**config.mk**
```make
export PLATFORM = sky130hd
export DESIGN_NAME = hsync_timing_rx
export DESIGN_NICKNAME = d
export VERILOG_FILES = /design/src/rtl/vga_timing_pkg.sv /design/src/rtl/sig_edge_det.sv /design/src/rtl/hsync_timing_rx.sv
export SDC_FILE = /design/constraint.sdc
export NUM_CORES = 1
export LEC_CHECK = 0
export CORE_MARGIN = 5
export CORE_UTILIZATION = 35
export DETAILED_ROUTE_END_ITERATION = 8
export GPL_TIMING_DRIVEN = 0
export PLACE_DENSITY = 0.6
export SLEW_MARGIN = 20
export SYNTH_ARGS = -nofsm -noshare
export SYNTH_HDL_FRONTEND = slang
export SYNTH_SLANG_ARGS = --single-unit
export TNS_END_PERCENT = 10
```
**constraint.sdc**
```tcl
create_clock -name pxclk_i -period 4.6 [get_ports pxclk_i]
set_input_delay 0.46 -clock pxclk_i [delete_from_list [all_inputs] [get_ports pxclk_i]]
set_output_delay 0.46 -clock pxclk_i [all_outputs]
set_load 0.05 [all_outputs]
```
**src/rtl/vga_timing_pkg.sv**
```systemverilog
// Shared definitions for the horizontal timing generator and its receiver.
package vga_timing_pkg;

  typedef enum logic [1:0] {
    SEARCH  = 2'd0,
    MEASURE = 2'd1,
    LOCKED  = 2'd2
  } rx_state_e;

  localparam int H_ACTIVE = 480;
  localparam int H_FRONT  = 2;
  localparam int H_SYNC   = 41;
  localparam int H_BACK   = 2;
  localparam int H_TOTAL  = 525;

endpackage

```
**src/rtl/sig_edge_det.sv**
```systemverilog
// Registers one input and flags its rising and falling edges against the
// previous registered value.
module sig_edge_det (
  input  logic i_clk,
  input  logic i_rst_n,
  input  logic i_sig,
  output logic o_q,
  output logic o_rise,
  output logic o_fall
);

  logic r_q;
  logic r_q_d;

  always_ff @(posedge i_clk or negedge i_rst_n) begin
    if (!i_rst_n) begin
      r_q   <= 1'b0;
      r_q_d <= 1'b0;
    end else begin
      r_q   <= i_sig;
      r_q_d <= r_q;
    end
  end

  assign o_q    = r_q;
  assign o_rise = r_q & ~r_q_d;
  assign o_fall = ~r_q & r_q_d;

endmodule

```
**src/rtl/hsync_timing_rx.sv**
```systemverilog
// Horizontal timing receiver: measures hsync/DE line timing, locks onto a
// consistent line and regenerates active/column for pixel capture.
//
// state   | meaning
// SEARCH  | waiting for an hsync fall to start measuring
// MEASURE | comparing each line to a reference, counting matches
// LOCKED  | reference frozen, regenerating active/col, counting misses
module hsync_timing_rx
  import vga_timing_pkg::*;
#(
  parameter int CNT_W      = 10,
  parameter int LOCK_LINES = 4,
  parameter int TOL        = 1,
  parameter int MISS_MAX   = 2
) (
  input  logic             pxclk_i,
  input  logic             rst_ni,
  input  logic             hsync_i,
  input  logic             de_i,
  output logic             active_o,
  output logic [CNT_W-1:0] col_o,
  output logic             locked_o,
  output logic             line_start_o,
  output logic             err_o,
  output logic [CNT_W-1:0] line_len_o,
  output logic [CNT_W-1:0] sync_len_o,
  output logic [CNT_W-1:0] bporch_o,
  output logic [CNT_W-1:0] act_len_o
);

  localparam int MC_W = $clog2(LOCK_LINES + 1);
  localparam int MS_W = $clog2(MISS_MAX + 1);
  localparam logic [CNT_W-1:0] POS_MAX = '1;
  localparam logic [CNT_W-1:0] POS_ONE = CNT_W'(1);
  localparam logic signed [CNT_W:0] TOL_S = (CNT_W + 1)'(TOL);

  logic w_hs_q, w_hs_rise, w_hs_fall;
  logic w_de_q, w_de_rise, w_de_fall;

  sig_edge_det u_hs_edge (
    .i_clk   (pxclk_i),
    .i_rst_n (rst_ni),
    .i_sig   (hsync_i),
    .o_q     (w_hs_q),
    .o_rise  (w_hs_rise),
    .o_fall  (w_hs_fall)
  );

  sig_edge_det u_de_edge (
    .i_clk   (pxclk_i),
    .i_rst_n (rst_ni),
    .i_sig   (de_i),
    .o_q     (w_de_q),
    .o_rise  (w_de_rise),
    .o_fall  (w_de_fall)
  );

  logic [CNT_W-1:0] r_pos;
  logic [CNT_W-1:0] r_sync_meas;
  logic [CNT_W-1:0] r_bp_meas;
  logic [CNT_W-1:0] r_act_meas;
  logic [CNT_W-1:0] r_de_rise_pos;
  logic             r_de_seen;
  logic             r_act_done;

  logic [CNT_W-1:0] w_pos_inc;
  logic [CNT_W-1:0] w_sync_now;
  logic [CNT_W-1:0] w_act_now;
  logic             w_de_first;
  logic             w_timeout;

  assign w_pos_inc  = r_pos + POS_ONE;
  assign w_sync_now = w_hs_rise ? w_pos_inc : r_sync_meas;
  // only the first DE rise after the sync pulse ends defines the back porch
  assign w_de_first = w_de_rise & w_hs_q & ~r_de_seen;
  assign w_timeout  = (r_pos == POS_MAX - POS_ONE);
  // DE still high on the hsync fall closes the active run on this cycle
  assign w_act_now  = (w_de_q & r_de_seen & ~r_act_done)
                    ? (r_pos - r_de_rise_pos + POS_ONE) : r_act_meas;

  always_ff @(posedge pxclk_i or negedge rst_ni) begin
    if (!rst_ni) begin
      r_pos         <= '0;
      r_sync_meas   <= '0;
      r_bp_meas     <= '0;
      r_act_meas    <= '0;
      r_de_rise_pos <= '0;
      r_de_seen     <= 1'b0;
      r_act_done    <= 1'b0;
    end else begin
      if (w_hs_fall) begin
        r_pos <= '0;
      end else if (r_pos != POS_MAX) begin
        r_pos <= w_pos_inc;
      end

      if (w_hs_fall) begin
        r_de_seen  <= 1'b0;
        r_act_done <= 1'b0;
      end else begin
        if (w_hs_rise) begin
          r_sync_meas <= w_pos_inc;
        end
        if (w_de_first) begin
          r_de_seen     <= 1'b1;
          r_de_rise_pos <= r_pos;
          r_bp_meas     <= w_pos_inc - w_sync_now;
        end
        if (w_de_fall && r_de_seen && !r_act_done) begin
          r_act_done <= 1'b1;
          r_act_meas <= r_pos - r_de_rise_pos;
        end
      end
    end
  end

  function automatic logic within_tol(input logic [CNT_W-1:0] a,
                                      input logic [CNT_W-1:0] b);
    logic signed [CNT_W:0] d;
    d = $signed({1'b0, a}) - $signed({1'b0, b});
    return (d <= TOL_S) && (d >= -TOL_S);
  endfunction

  rx_state_e        r_state, w_state_nxt;
  logic [MC_W-1:0]  r_match_cnt, w_match_nxt;
  logic [MS_W-1:0]  r_miss_cnt, w_miss_nxt;
  logic             r_ref_vld, w_ref_vld_nxt;
  logic [CNT_W-1:0] r_ref_line, w_ref_line_nxt;
  logic [CNT_W-1:0] r_ref_sync, w_ref_sync_nxt;
  logic             w_match;
  logic             w_err;
  logic             w_eval;

  assign w_match = within_tol(w_pos_inc, r_ref_line)
                 & within_tol(r_sync_meas, r_ref_sync);
  assign w_eval  = w_hs_fall & ~w_timeout & (r_state != SEARCH);

  always_ff @(posedge pxclk_i or negedge rst_ni) begin
    if (!rst_ni) begin
      r_state     <= SEARCH;
      r_match_cnt <= '0;
      r_miss_cnt  <= '0;
      r_ref_vld   <= 1'b0;
      r_ref_line  <= '0;
      r_ref_sync  <= '0;
    end else begin
      r_state     <= w_state_nxt;
      r_match_cnt <= w_match_nxt;
      r_miss_cnt  <= w_miss_nxt;
      r_ref_vld   <= w_ref_vld_nxt;
      r_ref_line  <= w_ref_line_nxt;
      r_ref_sync  <= w_ref_sync_nxt;
    end
  end

  always_comb begin
    w_state_nxt    = r_state;
    w_match_nxt    = r_match_cnt;
    w_miss_nxt     = r_miss_cnt;
    w_ref_vld_nxt  = r_ref_vld;
    w_ref_line_nxt = r_ref_line;
    w_ref_sync_nxt = r_ref_sync;
    w_err          = 1'b0;
    if (w_timeout) begin
      w_state_nxt = SEARCH;
      w_err       = 1'b1;
    end else if (w_hs_fall) begin
      unique case (r_state)
        SEARCH: begin
          w_state_nxt   = MEASURE;
          w_match_nxt   = '0;
          w_ref_vld_nxt = 1'b0;
        end
        MEASURE: begin
          if (!r_ref_vld || !w_match) begin
            w_ref_vld_nxt  = 1'b1;
            w_ref_line_nxt = w_pos_inc;
            w_ref_sync_nxt = r_sync_meas;
            w_match_nxt    = '0;
            w_err          = r_ref_vld;
          end else if (r_match_cnt == MC_W'(LOCK_LINES - 2)) begin
            w_state_nxt = LOCKED;
            w_miss_nxt  = '0;
          end else begin
            w_match_nxt = r_match_cnt + MC_W'(1);
          end
        end
        LOCKED: begin
          if (w_match) begin
            w_miss_nxt = '0;
          end else begin
            w_err = 1'b1;
            if (r_miss_cnt == MS_W'(MISS_MAX - 1)) begin
              w_state_nxt = SEARCH;
            end else begin
              w_miss_nxt = r_miss_cnt + MS_W'(1);
            end
          end
        end
        default: w_state_nxt = SEARCH;
      endcase
    end
  end

  logic             r_line_start;
  logic             r_err;
  logic             r_active;
  logic [CNT_W-1:0] r_col;
  logic [CNT_W-1:0] r_line_len;
  logic [CNT_W-1:0] r_sync_len;
  logic [CNT_W-1:0] r_bporch;
  logic [CNT_W-1:0] r_act_len;
  logic             w_active_nxt;

  // gate on the next state so active drops together with locked_o
  assign w_active_nxt = w_de_q & (w_state_nxt == LOCKED);

  always_ff @(posedge pxclk_i or negedge rst_ni) begin
    if (!rst_ni) begin
      r_line_start <= 1'b0;
      r_err        <= 1'b0;
      r_active     <= 1'b0;
      r_col        <= '0;
      r_line_len   <= '0;
      r_sync_len   <= '0;
      r_bporch     <= '0;
      r_act_len    <= '0;
    end else begin
      r_line_start <= w_hs_fall;
      r_err        <= w_err;
      r_active     <= w_active_nxt;
      r_col        <= (w_active_nxt && r_active) ? r_col + POS_ONE : '0;
      if (w_eval) begin
        r_line_len <= w_pos_inc;
        r_sync_len <= r_sync_meas;
        if (r_de_seen) begin
          r_bporch  <= r_bp_meas;
          r_act_len <= w_act_now;
        end
      end
    end
  end

  assign active_o     = r_active;
  assign col_o        = r_col;
  assign locked_o     = (r_state == LOCKED);
  assign line_start_o = r_line_start;
  assign err_o        = r_err;
  assign line_len_o   = r_line_len;
  assign sync_len_o   = r_sync_len;
  assign bporch_o     = r_bporch;
  assign act_len_o    = r_act_len;

endmodule

```
; ---- Word level (Yosys, flattened, before mapping)
; Index checks and enable logic that the tools add are counted.
[op_classes]
n_lt_le_gt_ge = 4
n_mux = 31
reduce_logical = 23
n_eq_ne = 12
n_bitwise = 20
add_sub_neg = 9
[ops]
columns = operator, n
row1 = 10-bit 2-to-1 mux, 5
row2 = "10-bit by 1-bit adder with 10-bit output, second input constant", 3
row3 = "11-bit by 1-bit >= comparator with 1-bit output, second input constant", 2
row4 = "11-bit by 2-bit <= comparator with 1-bit output, second input constant", 2
row5 = 10-bit by 10-bit subtractor with 11-bit output, 2
row6 = 2-bit 2-to-1 mux, 10
row7 = 10-bit subtractor, 2
row8 = 1-bit bitwise AND, 12
row9 = 4-bit AND reduction, 3
row10 = 2-bit nonzero test, 6
row11 = "10-bit == test, second input constant", 1
row12 = "10-bit != test, second input constant", 1
row13 = 1-bit 2-to-1 mux, 9
row14 = 1-bit inverter, 8
row15 = 3-bit 2-to-1 mux, 2
row16 = "2-bit != test, second input constant", 3
row17 = "3-bit != test, second input constant", 2
row18 = 2-bit one-hot mux with 3 select lines, 1
row19 = 3-bit one-hot mux with 2 select lines, 1
row20 = 2-bit AND reduction, 3
row21 = 6-bit AND reduction, 1
row22 = 1-bit logical AND, 5
row23 = "2-bit by 1-bit == test with 1-bit output, second input constant", 2
row24 = "2-bit == test, second input constant", 2
row25 = 8 further kinds, 11
[word_totals]
regBits = 137
output_inout_bits = 54
inputBits = 4
word_cells = 124

; ---- Longest topological paths before layout
[depth]
ltp_word = 15
ltp_mapped = 16
ltp_nobuf = 14

; ---- Cells and area by module
; A second synthesis with hierarchy kept.
[hier_totals]
cells_unflattened = 787
area_unflattened_um2 = 7726.2
[modules_own_cells]
columns = module, instances, cells_each, seq_area_each_um2, area_per_inst_um2
row1 = hsync_timing_rx, 1, 779, 3328.2, 7596.0
row2 = sig_edge_det, 2, 4, 50.0, 65.1

; ---- Worst setup path before layout
; Ideal clock, no wire load.
[synth_timing]
kind = register to register
from = register r_pos[2]
to = register r_ref_line[0]
setup_ns = 0.128
required_ns = 4.472
n_path_buf = 3
t_arrival_ns = 3.560
path_stages_with_launch = 15
path_slack_ns = 0.913
period_less_slack_ns = 3.687
cell_sequence = dfrtp_1 > clkbuf_1 > nand3_1 > nor2_1 > xnor2_1 > inv_1 > ha_1 > clkbuf_1 > or4b_1 > o211ai_1 > nand3_1 > o41ai_1 > a31oi_1 > buf_4 > mux2_1
[synth_between]
elab_chain_cells = 8
elab_cells_between_ends = 11
classes_between = add/sub (2) / order compare (2) / eq/ne (1) / bitwise (2) / reduce/logical (4)
[synth_rtl]
columns = element, line_no
row1 = "start, declared", hsync_timing_rx.sv:58  ; logic [CNT_W-1:0] r_pos;
row2 = "start signal, assigned", hsync_timing_rx.sv:94  ; r_pos <= w_pos_inc;
row3 = 10-bit by 1-bit adder with 10-bit output (*), hsync_timing_rx.sv:72  ; assign w_pos_inc = r_pos + POS_ONE;
row4 = net w_pos_inc[5], hsync_timing_rx.sv:66  ; logic [CNT_W-1:0] w_pos_inc;
row5 = 10-bit by 10-bit subtractor with 11-bit output (*), hsync_timing_rx.sv:120  ; d = $signed({1'b0, a}) - $signed({1'b0, b});
row6 = 11-bit by 2-bit <= comparator with 1-bit output / 11-bit by 1-bit >= comparator with 1-bit output (equally long branches), hsync_timing_rx.sv:121  ; return (d <= TOL_S) && (d >= -TOL_S);
row7 = 1-bit logical AND (*), hsync_timing_rx.sv:121
row8 = 1-bit bitwise AND (*), hsync_timing_rx.sv:135  ; & within_tol(r_sync_meas, r_ref_sync);
row9 = 1-bit logical NOT (*), hsync_timing_rx.sv:175  ; if (!r_ref_vld || !w_match) begin
row10 = 1-bit logical OR (*), hsync_timing_rx.sv:175
row11 = 4-bit AND reduction (no line) (*), n/a
row12 = "end signal, assigned", hsync_timing_rx.sv:151  ; r_ref_line <= w_ref_line_nxt;
row13 = "end, declared", hsync_timing_rx.sv:128  ; logic [CNT_W-1:0] r_ref_line, w_ref_line_nxt;
; The timed path passes the listed nets; every way through them passes the cells marked *.
; A chain may end at the register's enable or synchronous reset.

; ---- Final worst setup path
[layout_timing]
from = register r_pos[0]
to = register r_ref_sync[4]
[layout_between]
elab_chain_cells = 8
elab_cells_between_ends = 11
classes_between = add/sub (2) / order compare (2) / eq/ne (1) / bitwise (2) / reduce/logical (4)
[layout_rtl]
columns = element, line_no
row1 = 10-bit by 1-bit adder with 10-bit output (*), hsync_timing_rx.sv:72
row2 = net w_pos_inc[6], hsync_timing_rx.sv:66
row3 = 10-bit by 10-bit subtractor with 11-bit output (*), hsync_timing_rx.sv:120
row4 = 11-bit by 2-bit <= comparator with 1-bit output / 11-bit by 1-bit >= comparator with 1-bit output (equally long branches), hsync_timing_rx.sv:121
row5 = 1-bit logical AND (*), hsync_timing_rx.sv:121
row6 = 1-bit bitwise AND (*), hsync_timing_rx.sv:135
row7 = 1-bit logical NOT (*), hsync_timing_rx.sv:175
row8 = 1-bit logical OR (*), hsync_timing_rx.sv:175
row9 = 4-bit AND reduction (no line) (*), n/a
row10 = "end signal, assigned", hsync_timing_rx.sv:152  ; r_ref_sync <= w_ref_sync_nxt;
row11 = "end, declared", hsync_timing_rx.sv:129  ; logic [CNT_W-1:0] r_ref_sync, w_ref_sync_nxt;
; Marks and branches as above.

==> summary.md <==
| Metric | Value |
|---|---|
| # rows | 54 |
| Cell count along the critical path | 14 |
| Final HPWL DP | 13800 um |
| Worst-Margin Slew | 870 ps |
| Antenna Nets Post-Route | 0 |
| P&R area growth vs syn | 20.8% |
| Routed Wire Length | 18600 um |
| Slew margin rel. | 0.416 |
| IO Port Bufs | 57 |
| Fin. Hold Viols | 0 |
| Most common cell after layout, fill and taps aside | dfrtp_1 |
| Initial antenna violation count | 0 |
| Worst Path Class, Setup | reg -> reg |
| Initial Utilization | 0.357 |
| Mapped Avg Cell Area | 9.56 um^2 |
| Drt wl/cell | 15.6 um |
| Bufs on Longest Clock Path | 2 |
| Largest stage delay on the critical path | 520 ps |
| Fill cell count | 2097 |
| CP max FO | 10 |
| P_leak | 4.27 nW |
| Clock Power Share | 0.238 |
| Mapped Cells | 821 |
| Fin Hold WS | 432 ps |
| DR vias | just over 6k |
| CORE AREA | 22000 um^2 |
| Clock slew at reported path FFs | 60 ps |
| Cell area after layout | 9480 um^2 |
| Grt total ovfl | 0 |
| Combinational fraction of design power | 0.484 |
| Final min period | about 4300 ps |
| Seq pwr share | 0.278 |
| CP startpoint kind | register |
| Clk sinks | between 100 and 150 |
| Syn Std Cell Area | 7850 um^2 |
| Die Y | 160 um |
| PwrDens | 631 nW/um^2 |
| H-tree depth | 4 |
| Worst Clk Skew | 6.39 ps |
| EDFF count, synth | 0 |
| Diode count | 0 |
| First-pass GRT wire length | ~31000 um |
| # Max-Cap Violations | 0 |
| Dominant synthesized flop cell | dfrtp_1 |
| Critical-path cell list | ha_1, nand2_1, nor2_1, xnor2_2, inv_1, ha_1, or4_1, o2bb2ai_1, nor2_1, o2111ai_1, o41ai_4, a31oi_1, buf_4, mux2_1 |
| Final net count | 955 |
| Clock Latency Late Sink | 420 ps |
| Chip Width | about 160 um |
| Crit end category | register |
| Commonest cells after routing, fill and taps aside | dfrtp_1 (137), nand2_1 (95), inv_1 (74) |
| Syn_nets | around 900 |
| Final setup viols | 0 |
| Pre-antenna DRT Iters | 5 |
| Buf/Inv on CP | 2 |
| NetSw | 0.00245 W |
| Gpl congestion | about 0.84 |
| Root Driver | clkbuf_16 |
| Worst Path Arrival | 4600 ps |
| Sequential cell area fraction in the yosys report | 0.437 |
| Cell Int Power | 0.00354 W |
| Final Max Slew Viols | 0 |
| Die footprint | between 20000 and 30000 um^2 |
| Post-route insts no fill | 1191 |
| Delay-heaviest family, CP | compound AO/OA/AOI/OAI gates |
| Post-CTS Setup Bufs | 0 |
| Tcrit/Tclk final | 0.934 |
| Largest net degree at the start of global routing | 94 |
| Slowest stage cell, crit path | or4_1 |
| Vias in the first global route | 6039 |
| Ys async rst share | 1.00 |
| Detailed Route Iter0 Violations | 372 |
| Register area | 3430 um^2 |
| Top-area cell type share of the netlist area | 0.437 |
| Vias/cell | 5.08 |
| F_max | 233 MHz |
| All-Layer GR Usage | 0.152 |
| DP Area | 8810 um^2 |
| Synth top area cells | dfrtp_1 (44%), ha_1 (7.8%), nand2_1 (4.5%) |
| Multi-input logic area | 4090 um^2 |
| CTS Buf Count | 17 |
| Worst hold path type | reg -> reg |
| Fraction of layout cells with a size suffix above 1 | 0.0867 |
| Drt drc | 0 |
| Synth area leader | dfrtp_1 |
| Count of warnings emitted by yosys | 0 |
| R2R depth | 14 |
| Max IR drop VDD | between 0.2 and 0.25 mV |
| Synth Register Bits | 137 |
| Placed insts | 1159 |
| WHS Path Cells | 0 |
| Status | complete, no violations |
| Yosys cell types | 69 |
| IO Pins | 58 |
| Switching Fraction | 0.409 |
| CTS tree | built |
| Unrepaired setup endpoints after global routing | false |
| Critical path data required time | 4900 ps |
[routing by layer]
metal,up-vias,wire length (um),global-route usage,share of wire
met5,-,0,0,0
met4,0,323,0.0465,0.017
met3,23,754,0.0325,0.041
met2,122,8320,0.238,0.45
met1,2891,9180,0.210,0.49
li1,3012,-,-,-
[per-stage QoR]
stage / setup WS, ps / util / power (W) / setup TNS (ps)
6_report: 302 / 0.432 / 0.00598 / 0
5_1_grt: 26.5 / 0.432 / 0.00642 / 0
4_1_cts: 10.8 / 0.430 / 0.00601 / 0
3_5_place_dp: -291 / 0.401 / 0.00455 / -6890
3_3_place_gp: -2840 / 0.399 / 0.00450 / -391640
2_1_floorplan: 913 / - / 0.00383 / 0
[flip-flops by register name, summed over array words and instances (netlist names), 2 cells and up]
register       cells
r_match_cnt        3
r_pos             10
r_de_rise_pos     10
r_bp_meas         10
r_state            2
line_len_o        10
r_miss_cnt         2
r_ref_line        10
sync_len_o        10
act_len_o         10
bporch_o          10
r_ref_sync        10
r_sync_meas       10
r_act_meas        10
col_o             10
[cell usage after synthesis, drive strengths merged (3+ instances only)]
library cell / number
inv: 74
a211oi: 7
mux2: 39
o31ai: 3
o211ai: 8
ha: 49
a2111o: 3
nand3: 31
xnor2: 27
dfrtp: 137
clkbuf: 21
nand4: 5
xor2: 20
nand2b: 9
mux2i: 19
o21ai: 64
nor2: 48
or2: 3
a21o: 9
o21a: 7
a21oi: 42
nor3: 14
or4: 3
fa: 4
nand2: 95
nor4: 6
buf: 5
o21bai: 3
nor3b: 3
and3: 6
or3: 9
nor2b: 12
[repair_timing]
item	4_1_cts	5_1_grt
endpoints found under the hold margin	44	0
hold buffers	1	0
resized for setup	1	5
cloned	0	0
endpoints found under the setup margin	32	33
[power groups by stage]
stage | clock (W) | combinational, W | sequential (W)
final | 0.00142 | 0.00290 | 0.00166
after global routing | 0.00150 | 0.00322 | 0.00170
after CTS | 0.00145 | 0.00290 | 0.00166
after detailed placement | 0 | 0.00287 | 0.00168
after global placement | 0 | 0.00283 | 0.00167
after floorplan | 0 | 0.00181 | 0.00202
[area by class of cell]
type                       count  share of cell area
buffer                        25              0.0106
clock buffer                  21              0.0496
tap                          280              0.0370
timing repair buffer          59              0.0647
inverter                      75              0.0297
multi-input combinational    583               0.432
clock inverter                11              0.0152
sequential                   137               0.362
[path summary, 6_finish.rpt]
kind	start	end	slack (ps)
max	r_pos[0]	r_ref_sync[4]	300
min	u_de_edge.o_q	u_de_edge.r_q_d	430
max reg2reg	r_pos[0]	r_ref_sync[4]	300
min reg2reg	u_de_edge.o_q	u_de_edge.r_q_d	430
max in group asynchronous	rst_ni	r_sync_meas[9]	3290
min in group asynchronous	rst_ni	bporch_o[3]	520
[cells by family after synthesis]
family,after synthesis,synth area share
AOI/OAI and AO/OA,173,0.138
xor gates and xnor gates,47,0.0525
adders and majority gates,53,0.0883
buffers and inverters,101,0.0491
DFF,137,0.437
muxes,58,0.0818
and+or+nand+nor,252,0.153
No activity file was read; power rests on OpenSTA's default activity.
